<file path="config.mk">
export PLATFORM = sky130hd
export DESIGN_NAME = vga_capture
export DESIGN_NICKNAME = d
export VERILOG_FILES = /design/src/rtl/vga_capture.sv
export SDC_FILE = /design/constraint.sdc
export NUM_CORES = 1
export LEC_CHECK = 0
export ABC_AREA = 1
export BUFFER_PORTS_ARGS = -buffer_cell sky130_fd_sc_hd__buf_4
export CAP_MARGIN = 20
export CORE_ASPECT_RATIO = 2
export CORE_MARGIN = 1
export CORE_UTILIZATION = 40
export DETAILED_ROUTE_END_ITERATION = 7
export SETUP_SLACK_MARGIN = 0.5
export SYNTH_ARGS = -nofsm -noshare
export SYNTH_HDL_FRONTEND = slang
export SYNTH_SLANG_ARGS = --single-unit
</file>
<file path="constraint.sdc">
create_clock -name vga_clk -period 3.14 [get_ports vga_clk]
set_clock_uncertainty 0.15 [all_clocks]
set_input_delay 0.314 -clock vga_clk [delete_from_list [all_inputs] [get_ports vga_clk]]
set_output_delay 0.314 -clock vga_clk [all_outputs]
set_load 0.02 [all_outputs]
</file>
<file path="src/rtl/vga_capture.sv">
// vga_capture: recovers frame position from hs/vs rising edges of a VGA stream,
// verifies edge spacing, and once locked emits one frame-buffer write per active
// pixel addressed by row/col.
module vga_capture #(
  parameter int H_TOTAL  = 800,
  parameter int V_TOTAL  = 525,
  parameter int H_START  = 48,
  parameter int H_ACTIVE = 640,
  parameter int V_START  = 34,
  parameter int V_ACTIVE = 480
) (
  input  logic        vga_clk,
  input  logic        clrn,
  input  logic        hs,
  input  logic        vs,
  input  logic [3:0]  r,
  input  logic [3:0]  g,
  input  logic [3:0]  b,
  output logic        wr_en,
  output logic [8:0]  wr_row,
  output logic [9:0]  wr_col,
  output logic [11:0] wr_data,
  output logic        locked,
  output logic        frame_done,
  output logic        sync_err
);
  typedef enum logic [1:0] {SEARCH = 2'd0, MEASURE = 2'd1, LOCKED = 2'd2} state_t;

  localparam logic [9:0]  CNT_MAX  = 10'h3FF;
  localparam logic [10:0] H_TOT    = 11'(H_TOTAL);
  localparam logic [10:0] V_TOT    = 11'(V_TOTAL);
  localparam logic [9:0]  H_FIRST  = 10'(H_START);
  localparam logic [9:0]  H_LAST   = 10'(H_START + H_ACTIVE - 1);
  localparam logic [9:0]  V_FIRST  = 10'(V_START);
  localparam logic [9:0]  V_LAST   = 10'(V_START + V_ACTIVE - 1);
  localparam logic [8:0]  V_FIRST9 = 9'(V_START);

  state_t      state;
  logic        hs_q, hs_qq, vs_q, vs_qq;
  logic [11:0] rgb_q;
  logic        hs_rise, vs_rise;
  logic [9:0]  px, line, px_cur, line_cur;
  logic        seen_hs;
  logic        line_err, frame_err, err, cap;
  logic [9:0]  col_off;
  logic [8:0]  row_off;

  // input stage: syncs idle high so reset never fakes a rising edge
  always_ff @(posedge vga_clk or negedge clrn) begin
    if (!clrn) begin
      hs_q  <= 1'b1;
      hs_qq <= 1'b1;
      vs_q  <= 1'b1;
      vs_qq <= 1'b1;
      rgb_q <= '0;
    end else begin
      hs_q  <= hs;
      hs_qq <= hs_q;
      vs_q  <= vs;
      vs_qq <= vs_q;
      rgb_q <= {r, g, b};
    end
  end

  assign hs_rise = hs_q & ~hs_qq;
  assign vs_rise = vs_q & ~vs_qq;

  // position of the pixel sitting in rgb_q this cycle; vs restart wins over hs step
  always_comb begin
    px_cur = (px == CNT_MAX) ? CNT_MAX : px + 10'd1;
    if (hs_rise) px_cur = '0;
    line_cur = line;
    if (vs_rise)                         line_cur = '0;
    else if (hs_rise && line != CNT_MAX) line_cur = line + 10'd1;
  end

  // saturating position counters
  always_ff @(posedge vga_clk or negedge clrn) begin
    if (!clrn) begin
      px   <= '0;
      line <= '0;
    end else begin
      px   <= px_cur;
      line <= line_cur;
    end
  end

  // edge-spacing checks; frame count includes an hs edge landing with vs
  always_comb begin
    line_err  = hs_rise && seen_hs && (({1'b0, px} + 11'd1) != H_TOT);
    frame_err = vs_rise && (({1'b0, line} + {10'd0, hs_rise}) != V_TOT);
    err       = (state != SEARCH) && (line_err || frame_err);
  end

  // capture gate also excludes the error cycle, since the drop to SEARCH is registered
  always_comb begin
    cap = (state == LOCKED) && !err &&
          (px_cur >= H_FIRST) && (px_cur <= H_LAST) &&
          (line_cur >= V_FIRST) && (line_cur <= V_LAST);
    col_off = px_cur - H_FIRST;
    row_off = line_cur[8:0] - V_FIRST9;
  end

  // lock FSM; locked and sync_err track the transition so they move together
  always_ff @(posedge vga_clk or negedge clrn) begin
    if (!clrn) begin
      state    <= SEARCH;
      locked   <= 1'b0;
      sync_err <= 1'b0;
      seen_hs  <= 1'b0;
    end else begin
      sync_err <= err;
      if (err)          seen_hs <= 1'b0;
      else if (hs_rise) seen_hs <= 1'b1;
      case (state)
        SEARCH: begin
          locked <= 1'b0;
          if (vs_rise) state <= MEASURE;
        end
        MEASURE: begin
          if (err) begin
            state  <= SEARCH;
            locked <= 1'b0;
          end else if (vs_rise) begin
            state  <= LOCKED;
            locked <= 1'b1;
          end
        end
        LOCKED: begin
          if (err) begin
            state  <= SEARCH;
            locked <= 1'b0;
          end
        end
        default: begin
          state  <= SEARCH;
          locked <= 1'b0;
        end
      endcase
    end
  end

  // frame-buffer write port; address/data hold between writes
  always_ff @(posedge vga_clk or negedge clrn) begin
    if (!clrn) begin
      wr_en      <= 1'b0;
      wr_row     <= '0;
      wr_col     <= '0;
      wr_data    <= '0;
      frame_done <= 1'b0;
    end else begin
      wr_en      <= cap;
      frame_done <= cap && (px_cur == H_LAST) && (line_cur == V_LAST);
      if (cap) begin
        wr_col  <= col_off;
        wr_row  <= row_off;
        wr_data <= rgb_q;
      end
    end
  end
endmodule

</file>
== After elaboration in Yosys (flattened, before gate mapping) ==
Index checks and enable logic that the tools add are counted.

* Bitwise logic cells: 4
* Equality and inequality tests: 11
* $lt $le $gt $ge: 4
* Multiplexer cells: 15
* Add/sub/neg operators: 6
* Reduce and logical (&&, ||, !) cells: 19

{| class="wikitable"
|+ Operators by type and width
! operator !! count
|-
| 10-bit 2-to-1 mux || 4
|-
| 10-bit == test (second input constant) || 3
|-
| 11-bit by 10-bit inequality test with 1-bit output (second input constant) || 2
|-
| 10-bit by 1-bit adder with 10-bit output (second input constant) || 2
|-
| 10-bit by 6-bit >= comparator with 1-bit output (second input constant) || 2
|-
| 10-bit <= comparator (second input constant) || 2
|-
| 1-bit logical AND || 12
|-
| 10-bit by 1-bit adder with 11-bit output || 1
|-
| 10-bit by 1-bit adder with 11-bit output (second input constant) || 1
|-
| 10-bit inequality test (second input constant) || 1
|-
| 10-bit by 6-bit subtractor with 10-bit output (second input constant) || 1
|-
| 9-bit by 6-bit subtractor with 9-bit output (second input constant) || 1
|-
| 2-bit 2-to-1 mux || 4
|-
| 2-bit case mux with 3 select lines || 1
|-
| 1-bit 2-to-1 mux || 5
|-
| 2-bit inequality test (second input constant) || 2
|-
| 2-bit nonzero test || 2
|-
| 3-bit inequality test (second input constant) || 1
|-
| 3-bit AND reduction || 1
|-
| 1-bit bitwise AND || 2
|-
| 2-bit by 1-bit == test with 1-bit output (second input constant) || 1
|-
| 2-bit == test (second input constant) || 1
|-
| 2-bit logical NOT || 1
|-
| 1-bit inverter || 2
|-
| other kinds (4) || 4
|}

* Flip-flop bits (word level): 74
* Output and inout bits: 35

== Longest topological paths before layout ==
Gate-level depths: netlist of run 1.

* Depth after elaboration: 15
* Gate-level depth with buffers: 22

== Least setup slack after synthesis of run 1 ==
Ideal clock, no wire load.

* Path type: register -> register
* Start: reg hs_qq
* End: reg wr_col[1]
* Path buffers: 2
* Clock period less this slack: 2.744 ns
* Path slack: 0.396 ns
* Arrival: 2.528 ns
* Stages on the path, launching flop included: 23
* Cell sequence: dfstp_2 inv_1 nand2_1 inv_2 buf_2 ha_1 ha_1 inv_1 nand2_1 nor2_1 nand2_1 nor2_1 nand3_1 nor2_1 nand2_1 nand2_1 nand2_1 nor2_1 nand3_1 nor2_8 buf_6 nand3_1 nand2_1

* Longest elaborated chain between the ends: 13
* Elaborated cells on any way between the ends: 24
* Classes of those cells: add/sub: 2; order compare: 4; eq/ne: 1; mux: 3; bitwise: 2; reduce/logical: 12

{| class="wikitable"
|+ Ends and longest elaborated chain
! item !! RTL line !! source
|-
| start, declared || 39 || <nowiki>logic hs_q, hs_qq, vs_q, vs_qq;</nowiki>
|-
| start signal, assigned || 58 || <nowiki>hs_qq <= hs_q;</nowiki>
|-
| 1-bit inverter (*) || 65 || <nowiki>assign hs_rise = hs_q & ~hs_qq;</nowiki>
|-
| 1-bit bitwise AND (*) || 65 ||
|-
| 10-bit by 1-bit adder with 11-bit output || 91 || <nowiki>frame_err = vs_rise && (({1'b0, line} + {10'd0, hs_rise}) != V_TOT);</nowiki>
|-
| 11-bit by 10-bit inequality test with 1-bit output || 91 ||
|-
| 1-bit logical AND || 91 ||
|-
| 1-bit logical OR || 92 || <nowiki>err = (state != SEARCH) && (line_err || frame_err);</nowiki>
|-
| 1-bit logical AND || 92 ||
|-
| 1-bit logical NOT || 97 || <nowiki>cap = (state == LOCKED) && !err &&</nowiki>
|-
| 1-bit logical AND (2 in a row) || 97 ||
|-
| 1-bit logical AND (2 in a row) || 98 || <nowiki>(px_cur >= H_FIRST) && (px_cur <= H_LAST) &&</nowiki>
|-
| 1-bit logical AND || 99 || <nowiki>(line_cur >= V_FIRST) && (line_cur <= V_LAST);</nowiki>
|-
| end signal, assigned || 155 || <nowiki>wr_col <= col_off;</nowiki>
|-
| end, declared || 21 || <nowiki>output logic [9:0] wr_col,</nowiki>
|}

Mark *: on every way between the ends. The rest lies on a longest branch, timed or not.
A chain may end at the register's enable or synchronous reset.

== Final worst setup path of run 1 ==
* Start: reg px[0]
* End: reg wr_data[0]

* Elaborated cells on any way between the ends: 17
* Classes of those cells: add/sub: 2; order compare: 2; eq/ne: 2; mux: 2; reduce/logical: 9

{| class="wikitable"
|+ RTL lines
! item !! RTL line !! source
|-
| start, declared || 42 || <nowiki>logic [9:0] px, line, px_cur, line_cur;</nowiki>
|-
| start signal, assigned || 83 || <nowiki>px <= px_cur;</nowiki>
|-
| 10-bit by 1-bit adder with 10-bit output or 10-bit == test (tied branches) || 70 || <nowiki>px_cur = (px == CNT_MAX) ? CNT_MAX : px + 10'd1;</nowiki>
|-
| 10-bit 2-to-1 mux (*) || 70 ||
|-
| 10-bit 2-to-1 mux (*) || 71 || <nowiki>if (hs_rise) px_cur = '0;</nowiki>
|-
| via px_cur[5] || 42 ||
|-
| 10-bit by 6-bit >= comparator with 1-bit output || 98 ||
|-
| 1-bit logical AND || 97 ||
|-
| 1-bit logical AND (*) (2 in a row) || 98 ||
|-
| 1-bit logical AND (*) || 99 ||
|-
| end signal, assigned || 157 || <nowiki>wr_data <= rgb_q;</nowiki>
|-
| end, declared || 22 || <nowiki>output logic [11:0] wr_data,</nowiki>
|}

Mark *: on every way through the listed nets, which the timed path passes. The rest lies on a longest branch.

==> results of run 1 <==
## worst max-delay path by stage
stage / end / slack, ns / cells after the start
after floorplan: wr_col[0] / 0.50 / 22
after CTS: wr_row[1] / 0.43 / 19
after detailed placement: wr_col[3] / 0.36 / 13
after global routing: wr_data[8] / 0.18 / 19
final: wr_data[0] / 0.38 / 18
after global placement: wr_col[3] / 0.38 / 13
## synthesized netlist by cell type
cell type	count
clkbuf_1	1
dfrtp_1	70
nand4_1	8
buf_6	7
inv_1	55
nand3_1	68
dfstp_2	4
ha_1	7
nand3b_1	1
nor2_2	4
nand2_4	2
xor2_1	5
buf_4	1
clkinv_2	1
clkinv_1	1
nor2_4	2
buf_2	4
nand3_4	3
xnor2_1	2
nand2_2	7
nand2_1	163
or3_1	1
inv_2	9
nand3b_2	1
nor3_1	3
o21ai_0	13
nor2_1	40
a21oi_1	7
nor2_8	1
o21ai_1	5
nand3_2	4
## kinds of logic after synthesis
family | count (synthesis) | share of synthesized area [%]
AOI/OAI and AO/OA | 25 | 3.20
xor gates and xnor gates | 7 | 1.57
adders and majority gates | 7 | 2.24
buffers and inverters | 79 | 9.19
DFF | 74 | 47.5
and+or+nand+nor | 308 | 36.3
## layout make-up
cell class,count,area [um2]
Clock buffer,9,225
Clock inverter,7,82.6
Fill cell,803,3780
Inverter,66,254
Multi-Input combinational cell,347,2090
Sequential cell,74,1860
Tap cell,130,163
Timing Repair Buffer,104,1000
## worst max-delay path, cell delays in order (launching register included)
cell	delay [ns]
dfrtp_1	0.36
ha_2	0.22
nand2_2	0.08
nor2_4	0.17
nand3_2	0.10
nor2_2	0.11
o21ai_2	0.07
inv_2	0.11
ha_4	0.14
nand3_2	0.08
nor2_2	0.12
a21oi_1	0.08
nand2_1	0.11
inv_1	0.06
nor2_2	0.14
nand3_4	0.19
clkbuf_16	0.24
nand2_1	0.06
nand2_1	0.05
## flip-flops by register name, indices dropped and copies added, names as in the netlist
signal and count:
hs_qq 1, seen_hs 1, wr_col 10, wr_data 12
state 2, line 10, rgb_q 12, locked 1
vs_qq 1, sync_err 1, vs_q 1, frame_done 1
wr_row 9, px 10, wr_en 1, hs_q 1
## power groups by stage
stage / sequential (mW) / combinational (mW) / clock [mW]
6_report: 1.06 / 0.447 / 1.07
5_1_grt: 1.07 / 0.497 / 1.12
4_1_cts: 1.06 / 0.434 / 1.09
3_5_place_dp: 1.08 / 0.367 / 0
3_3_place_gp: 1.08 / 0.361 / 0
2_1_floorplan: 1.07 / 0.254 / 0
## per-stage QoR
step                std cells  hold slack, ns  power (mW)
global placement          674           0.205        1.44
finish                    737         -0.0583        2.58
global route              737          0.0465        2.69
detailed placement        674           0.209        1.45
floorplan                 500          -0.132        1.33
CTS                       730          0.0175        2.58
## timing repair
action / in CTS / in global routing
hold buffers: 14 / 0
gates cloned: 5 / 1
setup buffers: 21 / 6
endpoints found under the setup margin: 32 / 33
hold endpoints to repair: 14 / 0
gates resized for setup: 48 / 48
pin swaps: 19 / 10
## routing by layer
layer | track usage (%) | part of all wire [%]
met3 | 3.34 | 2.2
met1 | 24.3 | 38
met4 | 11.1 | 3.3
met2 | 38.7 | 56
met5 | 0 | 0
==> impl_metrics.yaml, run 1 <==
global_route:
  grt_max_degree: 75
  grt_pass1_wl_mm: 16.9
  overflow: 0
  antenna_found_initial: 0
  grt_use_total_pct: 21.6
  grt_pass1_vias: 3585
die:
  io_pins: 51
  fp.dieW_um: 71.9
  floorplan.initialDensity_pct: 41.4
  die_y_um: 142
  core_um2: 9450
  dieArea_um2: 10200
  rows: 50
worst_setup_path:
  rr_endpoint: "wr_data[0]"
  r2r_start: "px[0]"
  crit_path_end_kind: "flop"
  path_class: "reg -> reg"
  crit_required_ns: 3.21
  r2r_slack_ns: 0.38
  r2r_cells: 18
  critPathLaunchType: "flop"
  crit_fanout: 8
  worst_ep_arrival_time_ns: 2.83
  crit_start: "px[0]"
placement:
  place_congestion: 0.894
  dpl_cell_area_um2: 4520
  place_ws_ns: 0.363
  hpwl_mm: 6.81
  io_buffers: 50
min_path:
  worstHoldPathType: "in -> async"
yosys:
  seq_area_frac_synth_pct: 47.5
  synth-seq-cells: 74
  synth_top_area_share_pct: 44.8
  synthCells: 500
  synth_area_leaders: "dfrtp_1, nand2_1, nand3_1, inv_1, nor2_1"
  yosysTopAreaCell: "dfrtp_1"
  syn_area_um2: 3910
  synth.distinct_cells: 31
  ys_warn_count: 0
  synth.avg_cell_area_um2: 7.82
  synthesis.nets: 523
routing:
  drtPass1Iterations: 4
  vias: 3602
  drt-total-wl_mm: 10.5
  ant_nets: 0
  vias_per_cell: 4.89
  wl_per_cell_um: 14.2
  drc: 0
  drt_iter0_markers: 134
sta:
  min_period_ns: 2.76
  setup_tns_ns: 0
  tightest_slew_ns: 0.947
  final-setup-viol-count: 0
  max_freq_mhz: 362
  finalMaxSlewViolations: 0
  grt_setup_unrepaired: "yes"
  slew_headroom_pct: 36.8
  hold_viol: 24
  fin_crit_sh_pct: 87.9
  final.setup.worst_slack_ns: 0.381
  worst_hold_slack_ns: -0.0583
clock_tree:
  cts_tree: "done"
  path_clk_slew_ns: 0.06
  cts.path.max_buffers: 2
  cts_root_buf: "clkbuf_16"
  clock_latency_ns: 0.33
  htree_num_levels: 3
  clkSinkCount: 74
  cts_buffers: 9
run_status:
  status: "finished with violations"
  violations: "negative hold slack"
pwr:
  peakVddDrop_v: 0.000360
  switching_share_pct: 29.7
  p_per_area_nw_per_um2: 454
  p_clk_share_pct: 41.4
  p_int_mw: 1.81
  p_comb_share_pct: 17.3
  p_seq_share_pct: 41.2
  power_switching_mw: 0.765
  p_leak_nw: 2.88
finish:
  final_common_cell: "nand2_1"
  fin_nets: 625
  fin_util_pct: 60.0
  diodes: 0
  design_area_um2: 5670
  drive_above_1_share_pct: 37.2
  areaGrowthSynthToFinish_pct: 45.1
  final_cell_mix: "nand2_1, buf_4, dfrtp_1"
flow_run:
  drv_cap: 0
Power figures use the tool's default switching activity.
==> run 2, diff against run 1 <==
--- a/config.mk
+++ b/config.mk
@@ -7,11 +7,14 @@
 export LEC_CHECK = 0
 export ABC_AREA = 1
 export BUFFER_PORTS_ARGS = -buffer_cell sky130_fd_sc_hd__buf_4
-export CAP_MARGIN = 20
+export CAP_MARGIN = 25
+export CELL_PAD_IN_SITES_DETAIL_PLACEMENT = 1
+export CELL_PAD_IN_SITES_GLOBAL_PLACEMENT = 2
 export CORE_ASPECT_RATIO = 2
 export CORE_MARGIN = 1
-export CORE_UTILIZATION = 40
+export CORE_UTILIZATION = 34
 export DETAILED_ROUTE_END_ITERATION = 7
+export PLACE_DENSITY_LB_ADDON = 0.1
 export SETUP_SLACK_MARGIN = 0.5
 export SYNTH_ARGS = -nofsm -noshare
 export SYNTH_HDL_FRONTEND = slang
==> impl_metrics.yaml, run 2 (same netlist as run 1, synthesis figures left out) <==
run_status:
  status: "complete, no violations"
clock_tree:
  cts.path.max_buffers: 2
  clock_latency_ns: 0.34
  htree_num_levels: 3
  path_clk_slew_ns: 0.07
  cts_tree: "done"
  clkSinkCount: 74
  cts_buffers: 9
  cts_root_buf: "clkbuf_16"
finish:
  areaGrowthSynthToFinish_pct: 41.5
  final_cell_mix: "nand2_1, buf_4, dfrtp_1"
  register_area_um2: 1860
  reg.largest.list: "rgb_q: 12 flops, wr_data: 12 flops"
  diodes: 0
  fin_util_pct: 49.3
  filler_cell_count: 1341
  final_cells: 745
  drive_above_1_share_pct: 32.3
  final_common_cell: "nand2_1"
  fin_nets: 621
  multi_input_area_um2: 1930
worst_setup_path:
  r2r_start: "px[1]"
  r2r_slack_ns: 0.32
  crit_buf_inv: 6
  cp_cell_sequence: "ha_2 -> buf_4 -> nand3_2 -> nand2_1 -> nand3_1 -> inv_1 -> nor2_2 -> inv_1 -> ha_1 -> nand3_1 -> nor2_2 -> a21oi_2 -> nand2_1 -> buf_4 -> nand3_4 -> nor2_8 -> buf_12 -> clkbuf_16 -> nand3_1 -> nand2_1"
  crit_path_end_kind: "flop"
  worst_ep_arrival_time_ns: 2.94
  critPathLaunchType: "flop"
  cp_slowest_cell: "dfrtp_1"
  crit_required_ns: 3.26
  crit_fanout: 8
  rr_endpoint: "wr_data[3]"
  cp_top_family: "simple AND/OR/NAND/NOR gates"
  cp_slowest_stage_delay_ns: 0.37
  path_class: "reg -> reg"
  crit_start: "px[1]"
  r2r_cells: 20
sta:
  worst_hold_slack_ns: 0.189
  setup_tns_ns: 0
  slew_headroom_pct: 75.7
  hold_viol: 0
  finalMaxSlewViolations: 0
  fin_crit_sh_pct: 89.8
  max_freq_mhz: 355
  tightest_slew_ns: 0.360
  min_period_ns: 2.82
  grt_setup_unrepaired: "yes"
  final-setup-viol-count: 0
flow_run:
  drv_cap: 0
routing:
  wl_per_cell_um: 16.6
  vias: 3613
  drtPass1Iterations: 4
  drt-total-wl_mm: 12.4
  vias_per_cell: 4.85
  ant_nets: 0
  drt_iter0_markers: 112
  drc: 0
global_route:
  grt_pass1_wl_mm: 19.8
  grt_pass1_vias: 3813
  antenna_found_initial: 0
  overflow: 0
  grt_max_degree: 75
  grt_use_total_pct: 21.8
die:
  die_y_um: 154
  dieArea_um2: 12000
  floorplan.initialDensity_pct: 34.8
  fp.dieW_um: 77.8
  rows: 55
  core_um2: 11200
  io_pins: 51
placement:
  dp_cells: 690
  place_congestion: 0.833
  io_buffers: 50
  hpwl_mm: 8.69
pwr:
  p_clk_share_pct: 43.2
  p_int_mw: 1.91
  p_leak_nw: 2.87
  power_switching_mw: 0.781
  peakVddDrop_v: 0.000291
  p_comb_share_pct: 17.0
  p_per_area_nw_per_um2: 487
  power_mw: 2.70
  switching_share_pct: 29.0
  p_seq_share_pct: 39.8
min_path:
  worstHoldPathType: "in -> async"
-- run 2: changes by cell type in the layout (fill, tap and decap cells not counted), moves of 4 or more --
cell / change
nand3_2: -5
buf_4: -6
nand3_1: +4
nand2_2: -7
nand2_4: -12
nand2_1: +19
inv_1: +4
-- run 2: cell type report --
type / count / area share (%)
Sequential cell: 74 / 33.7
Inverter: 66 / 4.50
Clock inverter: 6 / 1.76
Tap cell: 142 / 3.21
Multi-Input combinational cell: 347 / 34.9
Timing Repair Buffer: 100 / 17.7
Clock buffer: 10 / 4.32
-- run 2: routing by layer --
| layer | up-vias | GRT usage (%) | part of all wire (%) |
|---|---|---|---|
| met2 | 46 | 43.0 | 60 |
| met1 | 1783 | 22.4 | 36 |
| met4 | 0 | 7.82 | 2.4 |
| met5 | - | 0 | 0 |
| li1 | 1765 | - | - |
| met3 | 19 | 3.26 | 2.0 |
-- run 2: through the flow --
stage	instance area, um2	setup WS, ns
6_report	5530	0.320
5_1_grt	5530	0.146
4_1_cts	5300	0.361
3_5_place_dp	4580	0.171
3_3_place_gp	4580	0.271
2_1_floorplan	4010	0.504
-- run 2: worst max path at each step --
stage	endpoint	slack, ns	cells past startpoint
global route	wr_data[1]	0.15	22
detailed placement	wr_col[6]	0.17	21
finish	wr_data[3]	0.32	20
global placement	wr_col[6]	0.27	21
floorplan	wr_col[0]	0.50	22
CTS	wr_row[6]	0.36	22
-- run 2: repair_timing --
action                                  CTS  global route
gates cloned                              3             2
resized for setup                        24            29
setup buffers                            12             6
endpoints found under the hold margin    14            70
pin swaps                                 6            22
hold buffers                             14             1
endpoints found under the setup margin   33            36
-- run 2: power by group through the flow --
stage | combinational (mW) | sequential [mW] | clock, mW
detailed placement | 0.388 | 1.09 | 0
floorplan | 0.254 | 1.07 | 0
global route | 0.514 | 1.08 | 1.23
finish | 0.458 | 1.07 | 1.16
CTS | 0.426 | 1.07 | 1.19
global placement | 0.383 | 1.08 | 0
